`src/rtl/axi_store_unit_pkg.sv`:
```
// Shared types for the AXI store unit: store sizes, AXI constants and the store-buffer entry.
package axi_store_unit_pkg;

    typedef enum logic [1:0] {SZ_B = 2'd0, SZ_H = 2'd1, SZ_W = 2'd2, SZ_D = 2'd3} store_size_t;

    localparam logic [1:0] AXI_RESP_OKAY  = 2'b00;
    localparam logic [1:0] AXI_BURST_INCR = 2'b01;
    localparam int         SB_ADDR_W      = 64;

    typedef struct packed {
        logic [SB_ADDR_W-1:0] addr;
        logic [63:0]          data;
        store_size_t          size;
    } sb_entry_t;

    // Byte-enable pattern of a right-justified store before lane alignment.
    function automatic logic [7:0] size_mask(store_size_t s);
        case (s)
            SZ_B:    return 8'h01;
            SZ_H:    return 8'h03;
            SZ_W:    return 8'h0F;
            default: return 8'hFF;
        endcase
    endfunction

endpackage

```
`src/rtl/axi_store_unit_fifo.sv`:
```
// Store buffer: DEPTH-entry FIFO of sb_entry_t with an occupancy vector for address snooping.
module store_fifo
    import axi_store_unit_pkg::*;
#(
    parameter int DEPTH = 4
) (
    input  logic                       clk,
    input  logic                       reset,
    input  logic                       push,
    input  sb_entry_t                  din,
    input  logic                       pop,
    output sb_entry_t                  head,
    output logic                       full,
    output logic                       empty,
    output logic [$clog2(DEPTH):0]     count,
    output logic [DEPTH-1:0]           valid,
    output sb_entry_t [DEPTH-1:0]      entries
);
    localparam int PW = $clog2(DEPTH);

    sb_entry_t [DEPTH-1:0] mem;
    logic [PW-1:0]         rd_ptr, wr_ptr;

    always_ff @(posedge clk) begin
        if (reset) begin
            rd_ptr <= '0;
            wr_ptr <= '0;
            count  <= '0;
        end else begin
            if (push) wr_ptr <= wr_ptr + 1'b1;
            if (pop)  rd_ptr <= rd_ptr + 1'b1;
            count <= count + (PW+1)'(push) - (PW+1)'(pop);
        end
    end

    always_ff @(posedge clk) begin
        if (push) mem[wr_ptr] <= din;
    end

    // Slot i is live when its distance from the read pointer is below the count.
    always_comb begin
        valid = '0;
        for (int i = 0; i < DEPTH; i++) begin
            valid[i] = {1'b0, PW'(i) - rd_ptr} < count;
        end
    end

    assign full    = (count == (PW+1)'(DEPTH));
    assign empty   = (count == '0);
    assign head    = mem[rd_ptr];
    assign entries = mem;

endmodule

```
`src/rtl/axi_store_unit.sv`:
```
// Write-side AXI master: queues MEM stores and issues each as a single-beat AW/W/B transaction.
// Optional address snoop against pending stores is enabled with STORE_SNOOP_EN.
module axi_store_unit
    import axi_store_unit_pkg::*;
#(
    parameter int ID_WIDTH   = 13,
    parameter int ADDR_WIDTH = 64,
    parameter int DATA_WIDTH = 64,
    parameter int STRB_WIDTH = DATA_WIDTH/8,
    parameter int BUF_DEPTH  = 4,
    parameter int AXI_WID    = 1
) (
    input  logic                  clk,
    input  logic                  reset,
    input  logic                  req_valid,
    output logic                  req_ready,
    input  logic [ADDR_WIDTH-1:0] req_addr,
    input  logic [DATA_WIDTH-1:0] req_data,
    input  logic [1:0]            req_size,
    output logic                  sb_empty,
    output logic                  write_done,
    output logic [1:0]            err,
    input  logic [ADDR_WIDTH-1:0] snoop_addr,
    output logic                  snoop_hit,
    output logic [ID_WIDTH-1:0]   m_axi_awid,
    output logic [ADDR_WIDTH-1:0] m_axi_awaddr,
    output logic [7:0]            m_axi_awlen,
    output logic [2:0]            m_axi_awsize,
    output logic [1:0]            m_axi_awburst,
    output logic                  m_axi_awlock,
    output logic [3:0]            m_axi_awcache,
    output logic [2:0]            m_axi_awprot,
    output logic                  m_axi_awvalid,
    input  logic                  m_axi_awready,
    output logic [DATA_WIDTH-1:0] m_axi_wdata,
    output logic [STRB_WIDTH-1:0] m_axi_wstrb,
    output logic                  m_axi_wlast,
    output logic                  m_axi_wvalid,
    input  logic                  m_axi_wready,
    input  logic [ID_WIDTH-1:0]   m_axi_bid,
    input  logic [1:0]            m_axi_bresp,
    input  logic                  m_axi_bvalid,
    output logic                  m_axi_bready
);
    typedef enum logic [1:0] {IDLE, ISSUE, RESP} state_t;

    state_t                         state, state_n;
    logic                           aw_done, w_done, aw_done_n, w_done_n;
    logic                           full, empty, push, pop, latch, misalign;
    logic [$clog2(BUF_DEPTH):0]     count;
    logic [BUF_DEPTH-1:0]           valid;
    sb_entry_t                      head, din;
    sb_entry_t [BUF_DEPTH-1:0]      entries;
    logic [1:0]                     cur_size;
    logic                           unused_bits;

    always_comb begin
        misalign = 1'b0;
        case (store_size_t'(req_size))
            SZ_B:    misalign = 1'b0;
            SZ_H:    misalign = req_addr[0];
            SZ_W:    misalign = |req_addr[1:0];
            default: misalign = |req_addr[2:0];
        endcase
    end

    assign req_ready = !full;
    assign push      = req_valid && req_ready && !misalign;
    assign din       = '{addr: SB_ADDR_W'(req_addr), data: req_data, size: store_size_t'(req_size)};

    store_fifo #(.DEPTH(BUF_DEPTH)) u_fifo (
        .clk     (clk),
        .reset   (reset),
        .push    (push),
        .din     (din),
        .pop     (pop),
        .head    (head),
        .full    (full),
        .empty   (empty),
        .count   (count),
        .valid   (valid),
        .entries (entries)
    );

    always_comb begin
        state_n   = state;
        aw_done_n = aw_done;
        w_done_n  = w_done;
        pop       = 1'b0;
        latch     = 1'b0;
        case (state)
            IDLE: if (!empty) begin
                latch     = 1'b1;
                aw_done_n = 1'b0;
                w_done_n  = 1'b0;
                state_n   = ISSUE;
            end
            ISSUE: begin
                if (m_axi_awvalid && m_axi_awready) aw_done_n = 1'b1;
                if (m_axi_wvalid && m_axi_wready)   w_done_n  = 1'b1;
                if (aw_done_n && w_done_n)          state_n   = RESP;
            end
            RESP: if (m_axi_bvalid) begin
                pop     = 1'b1;
                state_n = IDLE;
            end
            default: state_n = IDLE;
        endcase
    end

    always_ff @(posedge clk) begin
        if (reset) begin
            state      <= IDLE;
            aw_done    <= 1'b0;
            w_done     <= 1'b0;
            write_done <= 1'b0;
            err        <= '0;
        end else begin
            state      <= state_n;
            aw_done    <= aw_done_n;
            w_done     <= w_done_n;
            write_done <= pop;
            err        <= {pop && (m_axi_bresp != AXI_RESP_OKAY), req_valid && req_ready && misalign};
        end
    end

    // Payload is frozen at issue so AW/W stay stable while the slave stalls.
    always_ff @(posedge clk) begin
        if (latch) begin
            m_axi_awaddr <= head.addr[ADDR_WIDTH-1:0];
            cur_size     <= head.size;
            m_axi_wdata  <= head.data << {head.addr[2:0], 3'b000};
            m_axi_wstrb  <= size_mask(head.size) << head.addr[2:0];
        end
    end

    assign m_axi_awvalid = (state == ISSUE) && !aw_done;
    assign m_axi_wvalid  = (state == ISSUE) && !w_done;
    assign m_axi_bready  = (state == RESP);
    assign m_axi_awsize  = {1'b0, cur_size};
    assign m_axi_awid    = ID_WIDTH'(AXI_WID);
    assign m_axi_awlen   = 8'd0;
    assign m_axi_awburst = AXI_BURST_INCR;
    assign m_axi_awlock  = 1'b0;
    assign m_axi_awcache = 4'd0;
    assign m_axi_awprot  = 3'd0;
    assign m_axi_wlast   = 1'b1;
    assign sb_empty      = empty && (state == IDLE);

`ifdef STORE_SNOOP_EN
    // The in-flight head stays in the FIFO until its B response, so it is covered here.
    always_comb begin
        snoop_hit = 1'b0;
        for (int i = 0; i < BUF_DEPTH; i++) begin
            if (valid[i] && entries[i].addr[ADDR_WIDTH-1:3] == snoop_addr[ADDR_WIDTH-1:3])
                snoop_hit = 1'b1;
        end
    end
    assign unused_bits = ^{m_axi_bid, entries, count};
`else
    assign snoop_hit   = 1'b0;
    assign unused_bits = ^{m_axi_bid, entries, count, valid, snoop_addr};
`endif

endmodule
```
`config.mk`:
```
export PLATFORM = sky130hd
export DESIGN_NAME = axi_store_unit
export DESIGN_NICKNAME = d
export VERILOG_FILES = /design/src/rtl/axi_store_unit_pkg.sv /design/src/rtl/axi_store_unit_fifo.sv /design/src/rtl/axi_store_unit.sv
export SDC_FILE = /design/constraint.sdc
export NUM_CORES = 1
export LEC_CHECK = 0
export BUFFER_PORTS_ARGS = -buffer_cell sky130_fd_sc_hd__buf_2
export CAP_MARGIN = 20
export CORE_UTILIZATION = 55
export CTS_BUF_LIST = sky130_fd_sc_hd__clkbuf_4 sky130_fd_sc_hd__clkbuf_8 sky130_fd_sc_hd__clkbuf_16
export DETAILED_ROUTE_END_ITERATION = 6
export PLACE_DENSITY_LB_ADDON = 0.12
export SETUP_SLACK_MARGIN = 0.15
export SYNTH_ARGS = -nofsm -noshare
export SYNTH_HDL_FRONTEND = slang
export SYNTH_SLANG_ARGS = --single-unit
```
`constraint.sdc`:
```
create_clock -name clk -period 16.4 [get_ports clk]
set_input_delay 0.82 -clock clk [delete_from_list [all_inputs] [get_ports clk]]
set_output_delay 0.82 -clock clk [all_outputs]
set_load 0.02 [all_outputs]
```
==> impl_metrics.csv, run 1 <==
group,metric,value,unit
clock_tree,cts.repair.resized,0,
placement,dp.cells,2028,
outcome,outcome,"complete, no violations",
job,max_cap_viol_count,0,
drt,dr.pass1.iters,5,
sta,rsz0062_at_grt,"false",
drt,wl_per_cell,23.9,um
sta,period_minus_slack,3.81,ns
drt,via_per_inst,5.66,
clock_tree,post_cts_buffers,0,
power,total_power,3.91,mW
synthesis,syn_avg_cell_area,21.6,um^2
grt,grt_usage,0.219,
clock_tree,cts-root-buf,"clkbuf_16",
grt,grt_pass1_vias,12423,
placement,place_hpwl,31800,um
layout,layout.cells.non_filler,2155,
floorplan,ios,395,
layout,area_growth,16.0,%
setup_path,r2r-start,"u_fifo.rd_ptr[0]",
synthesis,synth_cell_types,50,
sta,finClkSkew,0.0185,ns
drt,drc,0,
clock_tree,cts_tree,"done",
clock_tree,insertion_delay,0.59,ns
clock_tree,clk_pin_slew,0.06,ns
synthesis,synth-main-ff-cell,"edfxtp_1",
floorplan,rows,78,
setup_path,critPathKind,"input pin to register",
setup_path,crit_arrival,4.01,ns
drt,drt_wl_total,51500,um
setup_path,setup.reg_to_reg.worst_slack,12.63,ns
grt,antenna_found_initial,16,
clock_tree,htree_num_levels,3,
drt,drtIter0Drc,856,
setup_path,reg2reg_to,"m_axi_wdata[56]",
grt,grt_pass1_wl,75700,um
layout,final_cell_mix,"edfxtp_1 (658), buf_2 (283), mux4_2 (128), clkbuf_16 (72), nor2_1 (37)",
setup_path,worstPathRequired,16.60,ns
layout,multi_input_area,5160,um^2
grt,overflow,0,
layout,fillers,3110,
power,peakVddDrop,0.000105,V
synthesis,synth_seq_area_share,0.779,
grt,grt_max_degree,77,
placement,io_buffers,283,
min_path,hp-start,"m_axi_bresp[0]",
power,cellLeakagePower,10.1,nW
layout,fin_nets,1722,
synthesis,synth-seq-cells,672,
sta,tightest_slew,0.988,ns
sta,slew_violations,0,
setup_path,start_kind,"input pin",
clock_tree,cts.sinks,672,
layout,final_util,0.652,
placement,place_ws,11.88,ns
synthesis,synth_edf_count,658,
synthesis,syn_inst,1188,
floorplan,die_h,218,um
drt,vias,12199,
sta,hold_viol_final,0,
min_path,hp-class,"input pin to register",
layout,layout_commonest_cell,"edfxtp_1",
min_path,hold-path-endpoint,"err[1]",
synthesis,yosysWarningCount,0,
placement,gp_congestion,0.937,
power,power_density,131,nW/um^2
floorplan,die_x,218,um
sta,finalSetupTns,0,ns
clock_tree,clock_path_buffers,3,
sta,relSlewSlack,0.341,
sta,fin_crit_sh,0.232,
min_path,hold_depth,2,
layout,seq_area,20000,um^2
clock_tree,cts_made_buffers,69,
setup_path,endpoint_kind,"register",
synthesis,netlist_area,25700,um^2
floorplan,core_area,45800,um^2
clock_tree,holdBufCountCts,0,
setup_path,reg2reg_depth,6,
layout,drive_above_1_share,0.386,
setup_path,crit_path_max_fanout,54,
sta,fin_ws,12.59,ns
floorplan,initial_core_util,0.562,
sta,fmax,263,MHz
drt,antenna_left,0,
sta,setup_violations,0,
floorplan,fp.dieArea,47600,um^2
synthesis,async_flop_share,0,
-- how the worst max path moves through the flow --
stage,cells past startpoint,slack (ns),start,end
2_1_floorplan,2,5.07,u_fifo.count[1],cur_size[0]
3_3_place_gp,6,11.88,req_size[1],u_fifo.entries[168]
3_5_place_dp,6,11.88,req_size[1],u_fifo.entries[156]
4_1_cts,6,12.49,req_size[1],u_fifo.entries[156]
5_1_grt,6,12.36,req_size[1],u_fifo.entries[170]
6_report,6,12.59,req_size[1],u_fifo.entries[156]
-- final cells by class --
type,count,share of cell area
Tap cell,600,0.0252
Clock inverter,35,0.0114
Sequential cell,672,0.672
Antenna cell,4,0.000336
Multi-Input combinational cell,446,0.173
Timing Repair Buffer,300,0.0524
Inverter,11,0.00138
Clock buffer,87,0.0644
-- critical path, stage by stage --
cell       delay [ns]
buf_2            0.15
o21a_1           0.23
a2111oi_4        0.64
and2_4           0.57
buf_4            0.71
buf_4            0.79
-- Yosys cell counts (14+ instances only) --
cell / instances / share of area
buf_4: 39 / 0.011
buf_2: 22 / 0.0043
mux2i_1: 36 / 0.014
edfxtp_1: 658 / 0.77
dfxtp_1: 14 / 0.011
nor2_1: 37 / 0.0054
mux2_2: 35 / 0.015
mux4_2: 128 / 0.11
clkbuf_1: 17 / 0.0025
nand2_1: 28 / 0.0041
o21ai_1: 14 / 0.0027
-- cells by family (layout without fill, tap and decap cells) --
family                     Yosys count  after routing  share of synthesized area
muxes                              204            204                      0.144
and+or+nand+nor                    119            119                     0.0231
xor gates and xnor gates             5              5                    0.00170
buffers and inverters              102            433                     0.0256
other                                2             38                   0.000292
AOI/OAI and AO/OA                   77             77                     0.0222
adders and majority gates            7              7                    0.00370
DFF                                672            672                      0.779
-- per-layer routing --
layer | up-vias | routed length, um | global-route usage
li1 | 5420 | - | -
met4 | 18 | 1300 | 0.0783
met1 | 6239 | 21200 | 0.292
met3 | 111 | 3520 | 0.0561
met5 | - | 129 | 0
met2 | 411 | 25300 | 0.352
-- where the power goes --
part | internal (mW) | switching, mW
combinational | 0.103 | 0.231
clock | 0.926 | 0.622
sequential | 2.01 | 0.0273
-- per-stage QoR --
stage | instance area (um^2) | hold slack [ns]
floorplan | 25800 | 0.501
global placement | 27500 | 0.532
detailed placement | 27500 | 0.545
CTS | 29800 | 0.397
global route | 29800 | 0.418
finish | 29800 | 0.435
-- state kept, by name, indices dropped and copies added, names as in the netlist --
| register | count |
|---|---|
| aw_done | 1 |
| u_fifo.rd_ptr | 2 |
| u_fifo.wr_ptr | 2 |
| m_axi_awaddr | 64 |
| cur_size | 2 |
| err | 2 |
| m_axi_wstrb | 8 |
| m_axi_wdata | 64 |
| state | 2 |
| w_done | 1 |
| u_fifo.entries | 520 |
| u_fifo.count | 3 |
| write_done | 1 |
Power figures use the tool's default switching activity.
==> inputs of run 2 (changes only) <==
CORE_UTILIZATION = 51   (was 55)
clock period = 3.1 ns   (was 16.4 ns; I/O delays follow)
==> run 2 against run 1 <==
Flip-flop and latch count stayed put. Sequential share of layout area decreased by 3.9 points. Worst hold slack worse by 0.15 ns. Cell count up 11%. Utilization down 1.0 points. First-iteration DRC count rose by 8.3%. Clock-buffer cell count up 2. Non-clock buffer count increased by 158. Routed wire length grew 2.9%. Clock skew is 0.0031 ns higher. Worst setup slack worse by 12 ns. Global-route usage decreased by 0.65 points. Critical endpoint is now m_axi_wdata[60].
==> impl_metrics.csv, run 2 (same netlist as run 1, synthesis figures left out) <==
group,metric,value,unit
clock_tree,htree_num_levels,3,
setup_path,cp_num_buf_inv,2,
grt,grt_pass1_vias,13083,
setup_path,slowest_delay,0.53,ns
grt,grt_pass1_wl,79600,um
drt,drt_wl_total,53000,um
grt,overflow,0,
sta,slew_violations,0,
setup_path,critPathKind,"register to register",
sta,rsz0062_at_grt,"false",
floorplan,ios,395,
setup_path,worstPathRequired,3.44,ns
sta,setup_violations,0,
layout,fillers,3417,
setup_path,crit_path_max_fanout,30,
layout,fin_nets,1881,
layout,final_util,0.641,
floorplan,rows,81,
layout,area_growth,23.1,%
sta,finalSetupTns,0,ns
job,max_cap_viol_count,0,
sta,fin_crit_sh,0.851,
setup_path,cp_top_family,"compound AO/OA/AOI/OAI gates",
power,peakVddDrop,0.000558,V
floorplan,die_h,227,um
placement,dpl_cell_area,28000,um^2
drt,drtIter0Drc,927,
sta,period_minus_slack,2.64,ns
clock_tree,cts_made_buffers,70,
outcome,outcome,"complete, no violations",
clock_tree,cts-root-buf,"clkbuf_16",
power,total_power,20.9,mW
floorplan,die_x,227,um
setup_path,start_kind,"register",
floorplan,initial_core_util,0.521,
power,cellLeakagePower,10.9,nW
setup_path,slowest_stage,"dfxtp_4",
setup_path,endpoint_kind,"register",
layout,final_cell_mix,"edfxtp_1 (658), buf_2 (283), dlygate4sd3_1 (140), mux4_2 (128), clkbuf_16 (70)",
drt,vias,12698,
clock_tree,cts_tree,"done",
clock_tree,clock_path_buffers,3,
placement,place_hpwl,33200,um
placement,io_buffers,283,
drt,wl_per_cell,22.2,um
layout,fin_area,31700,um^2
grt,antenna_found_initial,14,
drt,via_per_inst,5.32,
grt,grt_usage,0.212,
sta,relSlewSlack,0.240,
sta,fin_ws,0.463,ns
clock_tree,insertion_delay,0.61,ns
layout,drive_above_1_share,0.361,
power,power_density,659,nW/um^2
floorplan,fp.dieArea,51300,um^2
grt,grt_max_degree,78,
sta,fmax,379,MHz
drt,antenna_left,0,
floorplan,core_area,49400,um^2
sta,tightest_slew,1.14,ns
clock_tree,cts.sinks,672,
drt,dr.pass1.iters,7,
drt,drc,0,
sta,hold_viol_final,0,
clock_tree,clk_pin_slew,0.06,ns
layout,layout_commonest_cell,"edfxtp_1",
layout,seq_area,20000,um^2
placement,place_ws,0.455,ns
layout,largest_register_ff_count,520,
setup_path,path_cells,"mux2_4 -> o21ai_4 -> inv_2 -> buf_4 -> nand2b_1 -> o22ai_1 -> nor2_1",
min_path,hp-class,"input pin to register",
setup_path,crit_arrival,2.98,ns
layout,multi_input_area,5160,um^2
placement,gp_congestion,0.857,
sta,finClkSkew,0.0216,ns
clock_tree,cts.repair.resized,0,
[run 2: changes by cell type in the layout (fill, tap and decap cells not counted), moves of 2 or more]
| cell | previous run | this run |
|---|---|---|
| dlygate4sd3_1 | 0 | 140 |
| diode_2 | 4 | 8 |
| clkbuf_4 | 14 | 19 |
| clkinv_8 | 1 | 3 |
| clkinv_1 | 12 | 14 |
| buf_12 | 0 | 18 |
| clkbuf_16 | 72 | 70 |
[run 2: area by class of cell]
type	instances	area share
clock buffers	89	0.0598
well taps	664	0.0262
clock inverters	37	0.0113
repair buffers	458	0.104
inverters	11	0.00130
flip-flops and latches	672	0.633
diodes	8	0.000632
multi-input cells	446	0.163
[run 2: worst paths after layout]
check | startpoint | end | slack (ns) | cells after the start
max reg2reg | u_fifo.rd_ptr[0] | m_axi_wdata[60] | 0.46 | 7
min | req_addr[39] | u_fifo.entries[105] | 0.29 | 2
min reg2reg | u_fifo.count[1] | u_fifo.count[2] | 0.55 | 2
max | u_fifo.rd_ptr[0] | m_axi_wdata[60] | 0.46 | 7
[run 2: where the power goes]
group	internal (mW)	total (mW)	leakage, nW	switching, mW
sequential	10.6	10.7	6.12	0.130
combinational	0.711	1.99	3.62	1.28
clock	4.78	8.14	1.12	3.36
total	16.1	20.9	10.9	4.77
[run 2: layer usage]
| layer | GRT usage | part of all wire | vias to the layer above | wire, um |
|---|---|---|---|---|
| li1 | - | - | 5756 | - |
| met2 | 0.334 | 0.48 | 365 | 25600 |
| met1 | 0.285 | 0.42 | 6461 | 22300 |
| met5 | 0 | 0.0012 | - | 64 |
| met3 | 0.0649 | 0.070 | 106 | 3680 |
| met4 | 0.0658 | 0.025 | 10 | 1330 |
[run 2: repair_timing]
action                                  CTS  global route
buffers inserted                          0             0
hold buffers                            140             0
hold endpoints to repair                534             0
endpoints found under the setup margin    0             0
[run 2: metrics by stage]
| stage | hold slack [ns] | cells |
|---|---|---|
| after floorplan | 0.219 | 1220 |
| after global placement | 0.351 | 2111 |
| after detailed placement | 0.353 | 2111 |
| after CTS | 0.251 | 2377 |
| after global routing | 0.270 | 2383 |
| final | 0.289 | 2385 |
==> inputs of run 3 (changes only) <==
CORE_MARGIN = 2   (was not set)
CORE_UTILIZATION = 55   (was 51)
clock period = 2.64 ns   (was 3.1 ns; I/O delays follow)
==> run 3 against run 2 <==
Flip-flop and latch count stayed put. Critical path type unchanged. Utilization rose by 3.9 points. Sequential power grew 18%. Global-route usage up 0.99 points. Sequential share of layout area up 0.21 points. First-iteration DRC count up 23%. Cell area shrank 0.34%.
==> impl_metrics.csv, run 3 (same netlist as run 1, synthesis figures left out) <==
group,metric,value,unit
clock_tree,insertion_delay,0.59,ns
power,cellLeakagePower,10.9,nW
layout,fillers,3052,
setup_path,r2r-start,"u_fifo.rd_ptr[1]",
layout,fin_nets,1890,
setup_path,critPathKind,"register to register",
grt,overflow,0,
drt,wl_per_cell,22.7,um
sta,slew_violations,0,
layout,layout_commonest_cell,"edfxtp_1",
grt,grt_usage,0.222,
drt,dr.pass1.iters,5,
grt,grt_max_degree,78,
floorplan,die_x,220,um
floorplan,ios,395,
layout,drive_above_1_share,0.365,
drt,drt_wl_total,53000,um
drt,drtIter0Drc,1138,
drt,drc,0,
floorplan,initial_core_util,0.555,
placement,gp_congestion,0.928,
sta,tightest_slew,0.788,ns
setup_path,startpoint,"u_fifo.rd_ptr[1]",
power,peakVddDrop,0.000619,V
setup_path,crit_arrival,2.73,ns
sta,relSlewSlack,0.475,
sta,rsz0062_at_grt,"false",
clock_tree,cts_tree,"done",
setup_path,cp_top_family,"buffers and inverters",
sta,fmax,416,MHz
sta,setup_violations,0,
sta,holdWs,0.278,ns
sta,fin_crit_sh,0.910,
clock_tree,clock_path_buffers,3,
floorplan,core_area,46400,um^2
setup_path,slowest_delay,0.41,ns
floorplan,fp.dieArea,48500,um^2
clock_tree,cts_made_buffers,69,
setup_path,path_cells,"buf_4 -> mux4_2 -> buf_4 -> nand2b_2 -> o22ai_1 -> nor2_1",
layout,largest_register_ff_count,520,
clock_tree,clk_pin_slew,0.06,ns
setup_path,cp_num_buf_inv,2,
setup_path,slowest_stage,"dfxtp_4",
min_path,hp-class,"input pin to register",
layout,area_growth,22.7,%
layout,multi_input_area,5170,um^2
placement,place_ws,0.0680,ns
power,power_density,763,nW/um^2
clock_tree,cts.sinks,672,
layout,final_util,0.681,
sta,period_minus_slack,2.40,ns
grt,grt_pass1_vias,13173,
setup_path,crit_path_max_fanout,20,
sta,fin_ws,0.239,ns
placement,io_buffers,283,
min_path,hp-start,"m_axi_bresp[1]",
setup_path,worstPathRequired,2.97,ns
outcome,outcome,"complete, no violations",
drt,vias,12855,
placement,place_hpwl,32600,um
setup_path,start_kind,"register",
layout,final_cell_mix,"edfxtp_1 (658), buf_2 (283), dlygate4sd3_1 (139), mux4_2 (128), clkbuf_16 (72)",
drt,antenna_left,0,
sta,hold_viol_final,0,
floorplan,rows,79,
grt,antenna_found_initial,7,
drt,via_per_inst,5.51,
clock_tree,cts-root-buf,"clkbuf_16",
grt,grt_pass1_wl,79500,um
sta,finClkSkew,0.0216,ns
setup_path,path_common_cell,"buf_4",
setup_path,endpoint_kind,"register",
floorplan,die_h,220,um
job,max_cap_viol_count,0,
clock_tree,htree_num_levels,3,
layout,seq_area,20000,um^2
==> run 3: cell types whose count changed in the layout (fill, tap and decap cells not counted), moves of 3 or more <==
cell       previous run  this run
buf_4                17        28
bufinv_16             5         1
clkinv_1             14        17
diode_2               8         3
==> run 3: path summary, 6_finish.rpt <==
check / to / slack [ns] / cells past startpoint
max: m_axi_wdata[60] / 0.24 / 6
min: err[1] / 0.28 / 3
max reg2reg: m_axi_wdata[60] / 0.24 / 6
min reg2reg: u_fifo.count[2] / 0.55 / 2
==> run 3: final cells by class <==
| type | count | share of cell area |
|---|---|---|
| tap | 607 | 0.0241 |
| clock inverter | 32 | 0.00603 |
| sequential | 672 | 0.635 |
| clock buffer | 93 | 0.0621 |
| inverter | 11 | 0.00139 |
| antenna | 3 | 0.000238 |
| timing repair buffer | 468 | 0.107 |
| multi-input combinational | 446 | 0.164 |
==> run 3: tightest hold or removal path, delay by kind of cell <==
family	cells	cell delay, ns
AOI/OAI and AO/OA	1	0.10
buffers and inverters	2	0.60
==> run 3: power by group <==
group / switching, mW / internal, mW / total, mW
combinational: 1.50 / 0.834 / 2.33
sequential: 0.166 / 12.4 / 12.6
clock: 3.81 / 5.32 / 9.13
total: 5.48 / 18.6 / 24.1
==> run 3: what timing repair did <==
item                                    in CTS  in global routing
buffers inserted                             3                  0
endpoints found under the setup margin       3                 18
gates resized for setup                      1                  3
hold buffers                               139                  0
hold endpoints to repair                   534                  0
==> run 3: per-layer routing <==
metal / global-route usage / wire, um
met2: 0.354 / 26200
met4: 0.0662 / 1000
met3: 0.0537 / 3930
met1: 0.309 / 21800
met5: 0 / 28
==> run 3: stage by stage <==
stage	cells	instance area (um^2)	TNS [ns]	total power, mW
final	2332	31600	0	24.1
after CTS	2329	31500	0	24.3
after global routing	2331	31600	0	24.9
after floorplan	1220	25900	-416.20	14.2
after global placement	2062	28000	0	15.0
after detailed placement	2062	28000	0	15.0
